`config.mk`:
```
export PLATFORM = sky130hd
export DESIGN_NAME = uart_msg_tx
export DESIGN_NICKNAME = d
export VERILOG_FILES = /design/src/rtl/uart_pkg.sv /design/src/rtl/uart_tx_core.sv /design/src/rtl/uart_msg_tx.sv
export SDC_FILE = /design/constraint.sdc
export NUM_CORES = 1
export LEC_CHECK = 0
export ABC_AREA = 1
export CAP_MARGIN = 5
export CORE_MARGIN = 3
export CORE_UTILIZATION = 52
export DETAILED_ROUTE_END_ITERATION = 7
export PLACE_DENSITY_LB_ADDON = 0.08
export SKIP_LAST_GASP = 1
export SYNTH_ARGS = -nofsm -noshare
export SYNTH_HDL_FRONTEND = slang
export SYNTH_SLANG_ARGS = --single-unit
export TNS_END_PERCENT = 20
```
`constraint.sdc`:
```
create_clock -name clk -period 2.13 [get_ports clk]
set_input_delay 0.639 -clock clk [delete_from_list [all_inputs] [get_ports clk]]
set_output_delay 0.639 -clock clk [all_outputs]
set_load 0.01 [all_outputs]
```
`src/rtl/uart_pkg.sv`:
```
// Shared definitions for the UART message sender: parity modes, FSM encodings
// and frame helper functions.
package uart_pkg;

  localparam int PAR_NONE = 0;
  localparam int PAR_ODD  = 1;
  localparam int PAR_EVEN = 2;

  typedef enum logic [2:0] {
    ST_IDLE   = 3'd0,
    ST_START  = 3'd1,
    ST_DATA   = 3'd2,
    ST_PARITY = 3'd3,
    ST_STOP   = 3'd4
  } tx_state_t;

  typedef enum logic {
    MSG_IDLE = 1'b0,
    MSG_SEND = 1'b1
  } msg_state_t;

  function automatic int uart_frame_bits(input int data_bits, input int parity, input int stop_bits);
    return 1 + data_bits + ((parity != PAR_NONE) ? 1 : 0) + stop_bits;
  endfunction

  function automatic logic uart_parity_bit(input logic [7:0] data, input int data_bits, input int parity);
    logic x;
    x = 1'b0;
    for (int i = 0; i < 8; i++) begin
      x = x ^ (data[i] & (i < data_bits));
    end
    return (parity == PAR_ODD) ? ~x : x;
  endfunction

endpackage

```
`src/rtl/uart_tx_core.sv`:
```
// Single-frame UART serializer: start bit, LSB-first data, optional parity and
// stop bits. A new frame may be accepted on the last cycle of the previous one.
module uart_tx_core
  import uart_pkg::*;
#(
  parameter int CLK_DIV   = 5208,
  parameter int DATA_BITS = 8,
  parameter int PARITY    = PAR_NONE,
  parameter int STOP_BITS = 1
) (
  input  logic       i_clk,
  input  logic       i_rstn,
  input  logic       i_start,
  input  logic [7:0] i_data,
  output logic       o_ready,
  output logic       o_tx
);

  localparam int         FRAME_BITS    = uart_frame_bits(DATA_BITS, PARITY, STOP_BITS);
  localparam logic [15:0] CNT_MAX      = 16'(CLK_DIV - 1);
  localparam logic [3:0]  LAST_DATA_POS = 4'(DATA_BITS);
  localparam logic [3:0]  LAST_POS      = 4'(FRAME_BITS - 1);
  localparam logic [7:0]  DATA_MASK     = 8'((9'd1 << DATA_BITS) - 9'd1);

  tx_state_t   r_state, w_state_nx;
  logic [15:0] r_cnt, w_cnt_nx;
  logic [3:0]  r_pos, w_pos_nx;
  logic [7:0]  r_shift, w_shift_nx;
  logic        r_par, w_par_nx;
  logic        r_tx, w_tx_nx;
  logic        w_bit_end;
  logic        w_frame_end;

  assign w_bit_end   = (r_cnt == CNT_MAX);
  assign w_frame_end = (r_state == ST_STOP) && w_bit_end && (r_pos == LAST_POS);
  assign o_ready     = (r_state == ST_IDLE) || w_frame_end;
  assign o_tx        = r_tx;

  // Next-state and datapath decode for the frame in flight or the one being accepted.
  always_comb begin
    w_state_nx = r_state;
    w_cnt_nx   = 16'd0;
    w_pos_nx   = 4'd0;
    w_shift_nx = r_shift;
    w_par_nx   = r_par;
    w_tx_nx    = 1'b1;
    if (r_state != ST_IDLE) begin
      w_cnt_nx = w_bit_end ? 16'd0 : r_cnt + 16'd1;
      w_pos_nx = w_bit_end ? r_pos + 4'd1 : r_pos;
    end else begin
      w_pos_nx = 4'd0;
    end
    case (r_state)
      ST_IDLE: begin
        w_tx_nx = 1'b1;
      end
      ST_START: begin
        if (w_bit_end) begin
          w_state_nx = ST_DATA;
          w_tx_nx    = r_shift[0];
        end else begin
          w_tx_nx = 1'b0;
        end
      end
      ST_DATA: begin
        if (w_bit_end && (r_pos == LAST_DATA_POS)) begin
          w_state_nx = (PARITY != PAR_NONE) ? ST_PARITY : ST_STOP;
          w_tx_nx    = (PARITY != PAR_NONE) ? r_par : 1'b1;
        end else if (w_bit_end) begin
          w_shift_nx = r_shift >> 1;
          w_tx_nx    = r_shift[1];
        end else begin
          w_tx_nx = r_tx;
        end
      end
      ST_PARITY: begin
        if (w_bit_end) begin
          w_state_nx = ST_STOP;
          w_tx_nx    = 1'b1;
        end else begin
          w_tx_nx = r_par;
        end
      end
      ST_STOP: begin
        w_tx_nx = 1'b1;
        if (w_frame_end) begin
          w_state_nx = ST_IDLE;
        end else begin
          w_state_nx = ST_STOP;
        end
      end
      default: begin
        w_state_nx = ST_IDLE;
        w_tx_nx    = 1'b1;
      end
    endcase
    // Accepting a frame overrides the wind-down so back-to-back frames have no gap.
    if (i_start && o_ready) begin
      w_state_nx = ST_START;
      w_cnt_nx   = 16'd0;
      w_pos_nx   = 4'd0;
      w_shift_nx = i_data & DATA_MASK;
      w_par_nx   = uart_parity_bit(i_data, DATA_BITS, PARITY);
      w_tx_nx    = 1'b0;
    end else begin
      w_par_nx = w_par_nx;
    end
  end

  // Serializer state register; the line idles high out of reset.
  always_ff @(posedge i_clk or negedge i_rstn) begin
    if (!i_rstn) begin
      r_state <= ST_IDLE;
      r_cnt   <= 16'd0;
      r_pos   <= 4'd0;
      r_shift <= 8'd0;
      r_par   <= 1'b0;
      r_tx    <= 1'b1;
    end else begin
      r_state <= w_state_nx;
      r_cnt   <= w_cnt_nx;
      r_pos   <= w_pos_nx;
      r_shift <= w_shift_nx;
      r_par   <= w_par_nx;
      r_tx    <= w_tx_nx;
    end
  end

endmodule

```
`src/rtl/uart_msg_tx.sv`:
```
// Sends a MSG_LEN-character message from a writable buffer on each rising edge
// of the asynchronous dtr input, reporting busy and a done pulse.
module uart_msg_tx
  import uart_pkg::*;
#(
  parameter int                   CLK_DIV   = 5208,
  parameter int                   DATA_BITS = 8,
  parameter int                   PARITY    = PAR_NONE,
  parameter int                   STOP_BITS = 1,
  parameter int                   MSG_LEN   = 4,
  parameter logic [8*MSG_LEN-1:0] MSG_INIT  = "Hola"
) (
  input  logic       clk,
  input  logic       rstn,
  input  logic       dtr,
  input  logic       wr_en,
  input  logic [3:0] wr_addr,
  input  logic [7:0] wr_data,
  output logic       tx,
  output logic       busy,
  output logic       done
);

  localparam logic [127:0] INIT_PAD = 128'(MSG_INIT) << (8 * (16 - MSG_LEN));
  localparam logic [3:0]   LAST_IDX = 4'(MSG_LEN - 1);

  logic       r_sync1, r_sync2, r_prev;
  logic [7:0] r_buf [16];
  msg_state_t r_state, w_state_nx;
  logic [3:0] r_idx, w_idx_nx;
  logic       r_busy, w_busy_nx;
  logic       r_done, w_done_nx;
  logic       w_rise, w_wr_ok, w_start, w_core_ready, w_core_tx;
  logic [7:0] w_char;
  logic [3:0] w_idx_inc;

  assign w_rise    = r_sync2 & ~r_prev;
  assign w_wr_ok   = wr_en && (r_state == MSG_IDLE) && ({1'b0, wr_addr} < 5'(MSG_LEN));
  assign w_idx_inc = r_idx + 4'd1;

  // Two-flop synchroniser on dtr followed by the edge-detect history flop.
  always_ff @(posedge clk or negedge rstn) begin
    if (!rstn) begin
      r_sync1 <= 1'b0;
      r_sync2 <= 1'b0;
      r_prev  <= 1'b0;
    end else begin
      r_sync1 <= dtr;
      r_sync2 <= r_sync1;
      r_prev  <= r_sync2;
    end
  end

  // Message buffer; entries past MSG_LEN stay at zero and are never addressed.
  always_ff @(posedge clk or negedge rstn) begin
    if (!rstn) begin
      for (int i = 0; i < 16; i++) begin
        r_buf[i] <= INIT_PAD[8*(15-i) +: 8];
      end
    end else if (w_wr_ok) begin
      r_buf[wr_addr] <= wr_data;
    end else begin
      r_buf[0] <= r_buf[0];
    end
  end

  // Character sequencer; a same-cycle write to entry 0 is forwarded to the first frame.
  always_comb begin
    w_state_nx = r_state;
    w_idx_nx   = r_idx;
    w_busy_nx  = r_busy;
    w_done_nx  = 1'b0;
    w_start    = 1'b0;
    w_char     = r_buf[r_idx];
    case (r_state)
      MSG_IDLE: begin
        if (w_rise) begin
          w_state_nx = MSG_SEND;
          w_idx_nx   = 4'd0;
          w_busy_nx  = 1'b1;
          w_start    = 1'b1;
          w_char     = (w_wr_ok && (wr_addr == 4'd0)) ? wr_data : r_buf[0];
        end else begin
          w_busy_nx = 1'b0;
        end
      end
      MSG_SEND: begin
        if (w_core_ready && (r_idx == LAST_IDX)) begin
          w_state_nx = MSG_IDLE;
          w_busy_nx  = 1'b0;
          w_done_nx  = 1'b1;
        end else if (w_core_ready) begin
          w_idx_nx = w_idx_inc;
          w_start  = 1'b1;
          w_char   = r_buf[w_idx_inc];
        end else begin
          w_busy_nx = 1'b1;
        end
      end
      default: begin
        w_state_nx = MSG_IDLE;
        w_busy_nx  = 1'b0;
      end
    endcase
  end

  // Sequencer state and registered status outputs.
  always_ff @(posedge clk or negedge rstn) begin
    if (!rstn) begin
      r_state <= MSG_IDLE;
      r_idx   <= 4'd0;
      r_busy  <= 1'b0;
      r_done  <= 1'b0;
    end else begin
      r_state <= w_state_nx;
      r_idx   <= w_idx_nx;
      r_busy  <= w_busy_nx;
      r_done  <= w_done_nx;
    end
  end

  uart_tx_core #(
    .CLK_DIV   (CLK_DIV),
    .DATA_BITS (DATA_BITS),
    .PARITY    (PARITY),
    .STOP_BITS (STOP_BITS)
  ) u_core (
    .i_clk   (clk),
    .i_rstn  (rstn),
    .i_start (w_start),
    .i_data  (w_char),
    .o_ready (w_core_ready),
    .o_tx    (w_core_tx)
  );

  assign tx   = w_core_tx;
  assign busy = r_busy;
  assign done = r_done;

endmodule
```
# Word level (Yosys, flattened, before mapping)
# Cells that the tools add are included.
[totals]
ff_bits = 171
inputBits = 16
out_inout_bits = 3
elab_cells = 138
[classes]
addsub = 3
magnitude_cmp = 5
n_eq_ne = 19
muxes = 51
bitwise = 13
reduce_logical = 18
[op_table]
columns = ["op", "count"]
rows = [
  ["bitwise mux 128 bit", 1],
  ["2-to-1 mux 8 bit", 13],
  ["binary-select mux 8 bit (select 4 bit)", 2],
  ["2-to-1 mux 16 bit", 3],
  ["demux 8 bit (select 4 bit)", 1],
  ["2-to-1 mux 4 bit", 6],
  ["adder 16 x 1 -> 16 bit, second input constant", 1],
  ["equality test 16 x 13 -> 1 bit, second input constant", 1],
  ["case mux 8 bit (2 select lines)", 1],
  ["greater-or-equal comparator 5 bit, second input constant", 3],
  ["2-to-1 mux 3 bit", 5],
  ["NOT 4 -> 5 bit", 3],
  ["case mux 3 bit (5 select lines)", 1],
  ["2-to-1 mux 1 bit", 13],
  ["logical AND 1 bit", 9],
  ["!= test 3 x 1 -> 1 bit, second input constant", 3],
  ["adder 4 x 1 -> 4 bit, second input constant", 2],
  ["equality test 4 bit, second input constant", 2],
  ["!= test 2 bit, second input constant", 4],
  ["case mux 4 bit (2 select lines)", 1],
  ["XOR 1 bit", 7],
  ["equality test 3 x 2 -> 1 bit, second input constant", 2],
  ["case mux 1 bit (2 select lines)", 3],
  ["AND reduction 3 bit", 2],
  ["18 further kinds", 20],
]

# Longest topological paths before layout
# Gate-level depths: netlist of the first run.
[depth]
ltp_word = 15
mapped_depth = 21
ltp_nobuf = 21

# Cells and area by module
# From an unflattened synthesis of the first run, not the netlist that was laid out.
[unflattened]
cells_unflattened = 1347
area_unflattened_um2 = 9539.1
[by_module_without_submodules]
columns = ["module", "instances", "cells_per_inst", "area_each_um2", "seq_area_each_um2"]
rows = [
  ["uart_msg_tx", 1, 1064, 7445.9, 3472.1],
  ["uart_tx_core", 1, 283, 2093.3, 827.0],
]

# Worst setup path after synthesis of the first run
# No wires, ideal clock.
[synth_path]
kind = "register to register"
from = "reg r_idx[1]"
to = "reg u_core.r_par"
setup_ns = 0.117
t_arrival_ns = 2.170
required_ns = 2.013
slack_ns = -0.157
path_stages_with_launch = 19
path_buffers = 3
synth_period_minus_slack_ns = 2.287
path_cell_list = "dfrtp_1 > ha_1 > buf_2 > inv_1 > buf_4 > buf_2 > o21ai_0 > o22ai_1 > nor2_1 > nor2_1 > nor2_1 > o21bai_1 > nand2_1 > nand3_1 > nand2_1 > inv_1 > nand2_1 > nand3_1 > nand2_1"
[synth_via]
elab_chain_len = 15
word_cells_on_any_way = 25
cone_classes = "add/sub: 1; eq/ne: 1; mux: 12; bitwise: 9; reduce/logical: 2"
[synth_lines]
columns = ["element", "line", "text"]
rows = [
  ["start: declaration", "uart_msg_tx.sv:30", "logic [3:0] r_idx, w_idx_nx;"],
  ["start signal: assignment", "uart_msg_tx.sv:116", "r_idx <= w_idx_nx;"],
  ["adder 4 x 1 -> 4 bit", "uart_msg_tx.sv:39", "assign w_idx_inc = r_idx + 4'd1;"],
  ["NOT 4 -> 5 bit (implied by the code)", "uart_msg_tx.sv:95", "w_char = r_buf[w_idx_inc];"],
  ["binary-select mux 8 bit (select 4 bit)", "uart_msg_tx.sv:95", ""],
  ["2-to-1 mux 8 bit (implied by the code) (2 in series)", "uart_msg_tx.sv:95", ""],
  ["2-to-1 mux 8 bit", "uart_msg_tx.sv:92", "end else if (w_core_ready) begin"],
  ["2-to-1 mux 8 bit", "uart_msg_tx.sv:88", "if (w_core_ready && (r_idx == LAST_IDX)) begin"],
  ["case mux 8 bit (2 select lines)", "uart_msg_tx.sv:75", "case (r_state)"],
  ["XOR 1 bit (7 in series)", "uart_pkg.sv:30", "x = x ^ (data[i] & (i < data_bits));"],
  ["end signal: assignment", "uart_tx_core.sv:124", "r_par <= w_par_nx;"],
  ["end: declaration", "uart_tx_core.sv:29", "logic r_par, w_par_nx;"],
]
# Parallel ways exist; a longest one is shown, timed or not. The select of a mux whose other input is x is not followed.
# A chain may end at the register's enable or synchronous reset.

# Final worst setup path of the first run
[layout_path]
from = "reg r_idx[0]"
to = "reg u_core.r_par"
# The elaborated chain is that of the path after synthesis.

==> flow_metrics.tcl, run 1 <==
set metrics [dict create \
    setup.worst_path.start_class "register" \
    grt_start_max_net_pins 50 \
    avgSynthCellArea_um2 7.392 \
    synthToLayoutAreaGrowth_pct 28.20 \
    dp_cells 1469 \
    setup_repair_after_global_routing_missed_its_margin "yes" \
    worst-slew-pin-transition_ns 0.5195 \
    cpPeakStageDelay_ns 0.51 \
    finish.utilization_pct 69.18 \
    synthesis.area_um2 9107 \
    initial_antenna_violation_count 0 \
    insertion_delay_ns 0.44 \
    max_freq_mhz 398.9 \
    critPathTopFamily "simple AND/OR/NAND/NOR gates" \
    clock_path_buffers 2 \
    timing.reg2reg.setup_slack_ns -0.38 \
    ctsHoldBuffers 0 \
    crit_chain "buf_12 -> bufbuf_16 -> nor2_2 -> nor2_1 -> o21ai_0 -> nand3_1 -> nand3_2 -> nand2_2 -> nand2_2 -> nand2_1 -> nor2_1 -> nand2_1 -> nand2_1 -> nand2_2 -> nand2_2 -> nand2_2 -> nand2_1 -> nand2_1 -> nand3_1 -> nand2_1" \
    number_of_cells_on_the_worst_reg_to_reg_path 20 \
    place_congestion 0.8841 \
    tritoncts "built" \
    cts_sinks 171 \
    route.vias.total 8118 \
    crit_end_element "register" \
    port-buffer-count 18 \
    layout.filler_cells 1330 \
    timing.setup.critical_path_class "reg -> reg" \
    initial_utilization_pct 53.96 \
    cp_max_fo 17 \
    regToRegEndpoint "u_core.r_par" \
    setup_viols_final 14 \
    cp_data_required_time_ns 2.47 \
    detailedRoute.firstIterationViolations 616 \
    core_um2 16880 \
    global_route.usage.total_pct 25.01 \
    worst_path_max_delay_cell "dfrtp_4" \
    timing.hold.worst.class "in -> async" \
    yosysWarningCount 0 \
    layout_setup_ws_ns -0.3767 \
    slew_headroom_pct 65.37 \
    global_route.overflow_total 0 \
    via_count_of_the_first_global_routing_pass 7723 \
    antenna_cells 0 \
    power_mw 18.74 \
    worst_r2r_startpoint "r_idx[0]" \
    violations_in_the_final_reports "setup timing" \
    placementRows 47 \
    stdcell_count 1522 \
    vias_per_cell 5.334 \
    drt-wirelength-per-cell_um 16.32 \
    post-route-drc-count 0 \
    drt-total-wl_mm 24.84 \
    power.leakage_nw 5.516 \
    post-route-period-util_pct 117.7 \
    finish.net_count 1310 \
    first_pass_iters 5 \
    p_per_area_nw_per_um2 1605 \
    grt_first_pass_wirelength_mm 38.83 \
    synthArstFlopShare_pct 100.0 \
    place.detailed.hpwl_mm 16.46 \
    fin_skew_ns 0.006030 \
    ant_nets 0 \
    crit_arrival_ns 2.84 \
    path_common_cell "nand2_1" \
    hold_viol_final 0 \
    outcome "finished with violations" \
    drive_gt1_share_pct 27.42 \
    cts.root.buffer_cell "clkbuf_16" \
    synth.yosys.seq_area_share_pct 47.20 \
    chipWidth_um 138.3 \
    worst_ir_drop_vdd_uv 955.7 \
    synth_fp_nets 1253 \
    postSynthCellCount 1232 \
    synthDistinctLibCells 37 \
    synth-main-ff-cell "dfrtp_1" \
    htreeDepth 4 \
    finalMaxSlewViolations 0 \
    synth_enable_flop_cells 0 \
    post-route-min-period_ns 2.507 \
    ys_ff_latch 171 \
    critical_path.n_buffers_inverters 2 \
    cts_buffers 17 \
    clk_pin_slew_ns 0.07 \
    worst_hold_slack_ns 0.1544 \
    setup-tns-final_ns -1.137 \
    ports 19 \
    drv.max_cap_violation_count 0 \
    die_area_um2 19140 \
    floorplan_die_height_um 138.3 \
]
-- metrics by stage --
stage / instance area (µm²) / setup slack (ns)
after floorplan: 9129 / -0.02000
after global placement: 10140 / -0.4826
after detailed placement: 10140 / -0.5805
after CTS: 11080 / -0.2627
after global routing: 11680 / -0.5042
final: 11680 / -0.3767
-- logic make-up (layout without fill, tap and decap cells) --
logic type	count (synthesis)	after routing	synth area share [%]
buffers and inverters	260	330	12.36
flip-flops	171	171	47.20
AO/OA/AOI/OAI	197	197	12.09
XOR/XNOR	3	3	0.2886
adder cells (fa/ha/maj)	5	5	0.6869
AND/OR/NAND/NOR	596	596	27.37
-- area by class of cell --
| class | count | area [µm²] | share of cell area (%) |
|---|---|---|---|
| inverters | 112 | 451.7 | 3.868 |
| well taps | 220 | 275.3 | 2.357 |
| flip-flops and latches | 171 | 4303 | 36.85 |
| clock buffers | 18 | 429.2 | 3.676 |
| clock inverters | 14 | 137.6 | 1.179 |
| multi-input cells | 801 | 4234 | 36.26 |
| repair buffers | 186 | 1846 | 15.81 |
-- synth_stat cells, types with 6 or more instances --
master	count	area share [%]
nand2_1	304	13
dfrtp_1	155	43
nand3_1	131	7.2
nor2_1	128	5.3
clkbuf_1	101	4.2
inv_1	101	4.2
o21ai_0	95	5.2
a21oi_1	50	2.7
buf_2	25	1.4
o211ai_1	25	2.1
dfstp_2	16	4.6
buf_6	12	1.5
o22ai_1	9	0.62
inv_2	8	0.33
nand4_1	8	0.55
buf_4	7	0.58
nand2_2	6	0.41
-- per-layer routing --
layer | up-vias | part of all wire (%) | GRT usage [%]
li1 | 4035 | - | -
met5 | - | 0 | 0
met4 | 0 | 2.8 | 10.87
met2 | 216 | 48 | 38.69
met1 | 3826 | 45 | 34.57
met3 | 41 | 4.0 | 4.800
-- repair_timing --
item                                    in CTS  in global routing
resized for setup                           77                129
gates cloned                                 2                  4
endpoints found under the setup margin      18                 25
buffers inserted                             9                  7
pin swaps                                   37                 91
-- placed cells by master, fill, tap and decap left out, types with 6 or more instances in the layout --
cell type,Yosys,final
nand2_1,304,273
dfrtp_1,155,154
buf_4,7,129
nand3_1,131,107
nor2_1,128,98
inv_1,101,96
o21ai_0,95,73
a21oi_1,50,40
nand2_2,6,29
o211ai_1,25,25
nand3_2,0,23
nor2_2,2,21
clkbuf_16,0,21
o21ai_1,4,19
clkdlybuf4s50_1,0,17
buf_12,0,16
dfstp_2,16,16
buf_6,12,15
nor2_4,2,13
inv_2,8,12
a21oi_2,0,9
nand4_1,8,8
o22ai_1,9,8
o21ai_2,0,7
nand2_4,0,6
clkinvlp_4,0,6
-- flip-flops by register name, summed over array words and instances, names as in the netlist --
| signal | count |
|---|---|
| r_prev | 1 |
| u_core.r_state | 3 |
| u_core.r_par | 1 |
| r_sync1 | 1 |
| r_buf | 128 |
| u_core.r_cnt | 16 |
| busy | 1 |
| r_sync2 | 1 |
| u_core.r_pos | 4 |
| r_state | 1 |
| u_core.o_tx | 1 |
| done | 1 |
| u_core.r_shift | 8 |
| r_idx | 4 |
-- where the power goes --
part	internal [mW]	leakage (nW)	switching, mW	total [mW]
Combinational	5.11	2.98	6.61	11.7
Clock	1.63	0.259	1.39	3.02
Sequential	3.73	2.28	0.273	4.00
-- worst max-delay path by stage --
stage	from	endpoint	slack (ns)	depth (start not counted)
floorplan	r_idx[1]	u_core.r_par	-0.02	18
finish	r_idx[0]	u_core.r_par	-0.38	20
global route	r_idx[0]	u_core.r_par	-0.50	19
CTS	r_idx[0]	u_core.r_par	-0.26	19
global placement	wr_en	u_core.r_par	-0.48	17
detailed placement	wr_en	u_core.r_par	-0.58	17
(Power assumes the default switching activity.)
==> inputs of run 2 (changes only) <==
--- a/config.mk
+++ b/config.mk
@@ -12,4 +12,5 @@
 export DETAILED_ROUTE_END_ITERATION = 7
 export PLACE_DENSITY_LB_ADDON = 0.08
+export REMOVE_ABC_BUFFERS = 1
 export SKIP_LAST_GASP = 1
 export SYNTH_ARGS = -nofsm -noshare
==> constraint.sdc (replaced) <==
create_clock -name clk -period 2.13 [get_ports clk]
set_input_delay 0.639 -clock clk [delete_from_list [all_inputs] [get_ports clk]]
set_output_delay 0.639 -clock clk [all_outputs]
set_load 0.1 [all_outputs]
==> run 2 against run 1 <==
  * The flow still finishes with violations (setup timing)
  * Count of clock-buffer cells in the layout up 3
  * Utilization down 1.5 points
  * Sequential share of layout area up 0.86 points
  * Wire length down 3.9%
  * Clock power up 9.6%
  * Setup slack worse by 0.021 ns
  * Hold slack worse by 0.058 ns
  * Largest cell class unchanged
==> flow_metrics.tcl, run 2 (synthesized netlist as in run 1, its figures left out) <==
set metrics [dict create \
    outcome "finished with violations" \
    violations_in_the_final_reports "setup timing" \
    core_um2 16880 \
    route.vias.total 8138 \
    clk_pin_slew_ns 0.07 \
    drv.max_cap_violation_count 0 \
    first_pass_iters 5 \
    port-buffer-count 18 \
    intPower_mw 10.24 \
    drt-wirelength-per-cell_um 15.82 \
    setup.worst_path.start_class "register" \
    synthToLayoutAreaGrowth_pct 25.33 \
    dp_cells 1463 \
    p_per_area_nw_per_um2 1580 \
    stdcell_count 1509 \
    drive_gt1_share_pct 24.36 \
    drt-total-wl_mm 23.88 \
    global_route.usage.total_pct 24.86 \
    hold_viol_final 0 \
    finish.net_count 1297 \
    finalMaxSlewViolations 0 \
    top_regs "r_buf (128), u_core.r_cnt (16), u_core.r_shift (8)" \
    timing.setup.critical_path_class "reg -> reg" \
    place_congestion 0.8802 \
    slew_headroom_pct 70.57 \
    ports 19 \
    fin_skew_ns 0.007181 \
    cts.root.buffer_cell "clkbuf_16" \
    chipWidth_um 138.3 \
    crit_arrival_ns 2.85 \
    timing.hold.worst.class "in -> async" \
    layout_setup_ws_ns -0.3981 \
    htreeDepth 4 \
    post-route-drc-count 0 \
    flip_flop_count_of_the_largest_register_after_layout 128 \
    setup_repair_after_global_routing_missed_its_margin "yes" \
    vias_per_cell 5.393 \
    net-switching-power_mw 7.798 \
    crit_end_element "register" \
    number_of_cells_on_the_worst_reg_to_reg_path 19 \
    placementRows 47 \
    worst-slew-pin-transition_ns 0.4374 \
    via_count_of_the_first_global_routing_pass 7606 \
    layout.cells.most_common "nand2_1" \
    cts_buffers 17 \
    grt_start_max_net_pins 54 \
    layout.filler_cells 1371 \
    setup_viols_final 17 \
    initial_utilization_pct 53.96 \
    cp_data_required_time_ns 2.45 \
    combPwrFrac_pct 59.2 \
    worst_r2r_startpoint "r_idx[0]" \
    post-route-period-util_pct 118.7 \
    insertion_delay_ns 0.43 \
    cp-startpoint "r_idx[0]" \
    place.detailed.hpwl_mm 16.45 \
    global_route.overflow_total 0 \
    cp_max_fo 7 \
    detailedRoute.firstIterationViolations 638 \
    power.share.sequential_pct 22.5 \
    clock_path_buffers 2 \
    power.leakage_nw 5.398 \
    sw_frac_of_total_pct 43.23 \
    cts_sinks 171 \
    p_clk_share_pct 18.3 \
    antenna_cells 0 \
    ant_nets 0 \
    final_cell_mix "nand2_1, dfrtp_1, buf_4, nand3_1, nor2_1" \
    floorplan_die_height_um 138.3 \
    post-route-min-period_ns 2.528 \
    registers.top_by_ff_count "r_buf" \
    die_area_um2 19140 \
    worst_ir_drop_vdd_uv 836.4 \
    grt_first_pass_wirelength_mm 38.53 \
    worst_hold_slack_ns 0.09622 \
    max_freq_mhz 395.6 \
    tritoncts "built" \
    initial_antenna_violation_count 0 \
]
## run 2: cell types whose count changed in the layout (fill, tap and decap cells not counted), moves of 5 or more
cell / delta
a21oi_1: +5
nor2_1: +9
nand3_1: +5
nor2_2: -10
buf_6: -8
o21ai_0: +15
nand3_2: -5
nand2_1: +9
nand2_4: -5
o21ai_1: -12
## run 2: critical path, stage by stage, from the launching register on
cell and delay [ns]:
dfrtp_4 0.51, ha_4 0.34, inv_6 0.07, buf_12 0.14, nor2_2 0.12, o21ai_2 0.06, nand3_1 0.10, nand3_2 0.10
nand2_2 0.11, nand2_2 0.08, nand3_2 0.10, nand2_1 0.11, nand2_2 0.10, nand2_2 0.09, nand2_2 0.10, nand2_2 0.06
nand2_1 0.06, nand2_1 0.05, nand3_1 0.06, nand2_1 0.05
## run 2: what timing repair did
| action | in CTS | in global routing |
|---|---|---|
| pin swaps | 14 | 55 |
| setup endpoints to repair | 14 | 23 |
| resized for setup | 36 | 102 |
| cloned | 2 | 2 |
| hold buffers | 0 | 0 |
| setup buffers | 2 | 9 |
## run 2: cell type report
type                    instances  area (µm²)  area share (%)
flip-flops and latches        171        4304           37.71
clock inverters                11       167.7           1.469
multi-input cells             801        4055           35.53
repair buffers                173        1690           14.81
inverters                     112       461.7           4.045
well taps                     220       275.3           2.411
clock buffers                  21       460.4           4.034
## run 2: metal layers
metal | vias to the layer above | track usage [%] | part of all wire [%]
met1 | 3863 | 34.66 | 46
met3 | 47 | 4.489 | 4.8
met4 | 0 | 9.048 | 3.1
li1 | 4013 | - | -
met2 | 215 | 39.21 | 46
met5 | - | 0 | 0
## run 2: worst paths after layout
kind,to,slack [ns]
worst max-delay path,u_core.r_par,-0.40
worst min-delay path,r_buf[16],0.1
worst max register to register,u_core.r_par,-0.40
worst min register to register,r_sync2,0.35
max in group asynchronous,r_buf[126],1.37
min in group clk,r_sync2,0.35
## run 2: through the flow
stage          power (mW)  TNS [ns]  util [%]  instance area [µm²]  setup WS (ns)
2_1_floorplan       8.859    -55.98         -                 8404         -3.300
3_3_place_gp        12.88    -3.772     60.06                10140        -0.6467
3_5_place_dp        12.98    -4.383     60.06                10140        -0.7116
4_1_cts             17.08    -1.301     64.98                10970        -0.3022
5_1_grt             19.31    -5.269     67.63                11410        -0.5770
6_report            18.04    -1.352     67.63                11410        -0.3981
## run 2: power by group through the flow
stage / Sequential, mW / Combinational (mW) / Clock, mW
floorplan: 4.40 / 4.46 / 0
detailed placement: 4.08 / 8.90 / 0
CTS: 4.03 / 9.69 / 3.36
global placement: 4.07 / 8.81 / 0
global route: 4.09 / 11.7 / 3.50
finish: 4.05 / 10.7 / 3.31
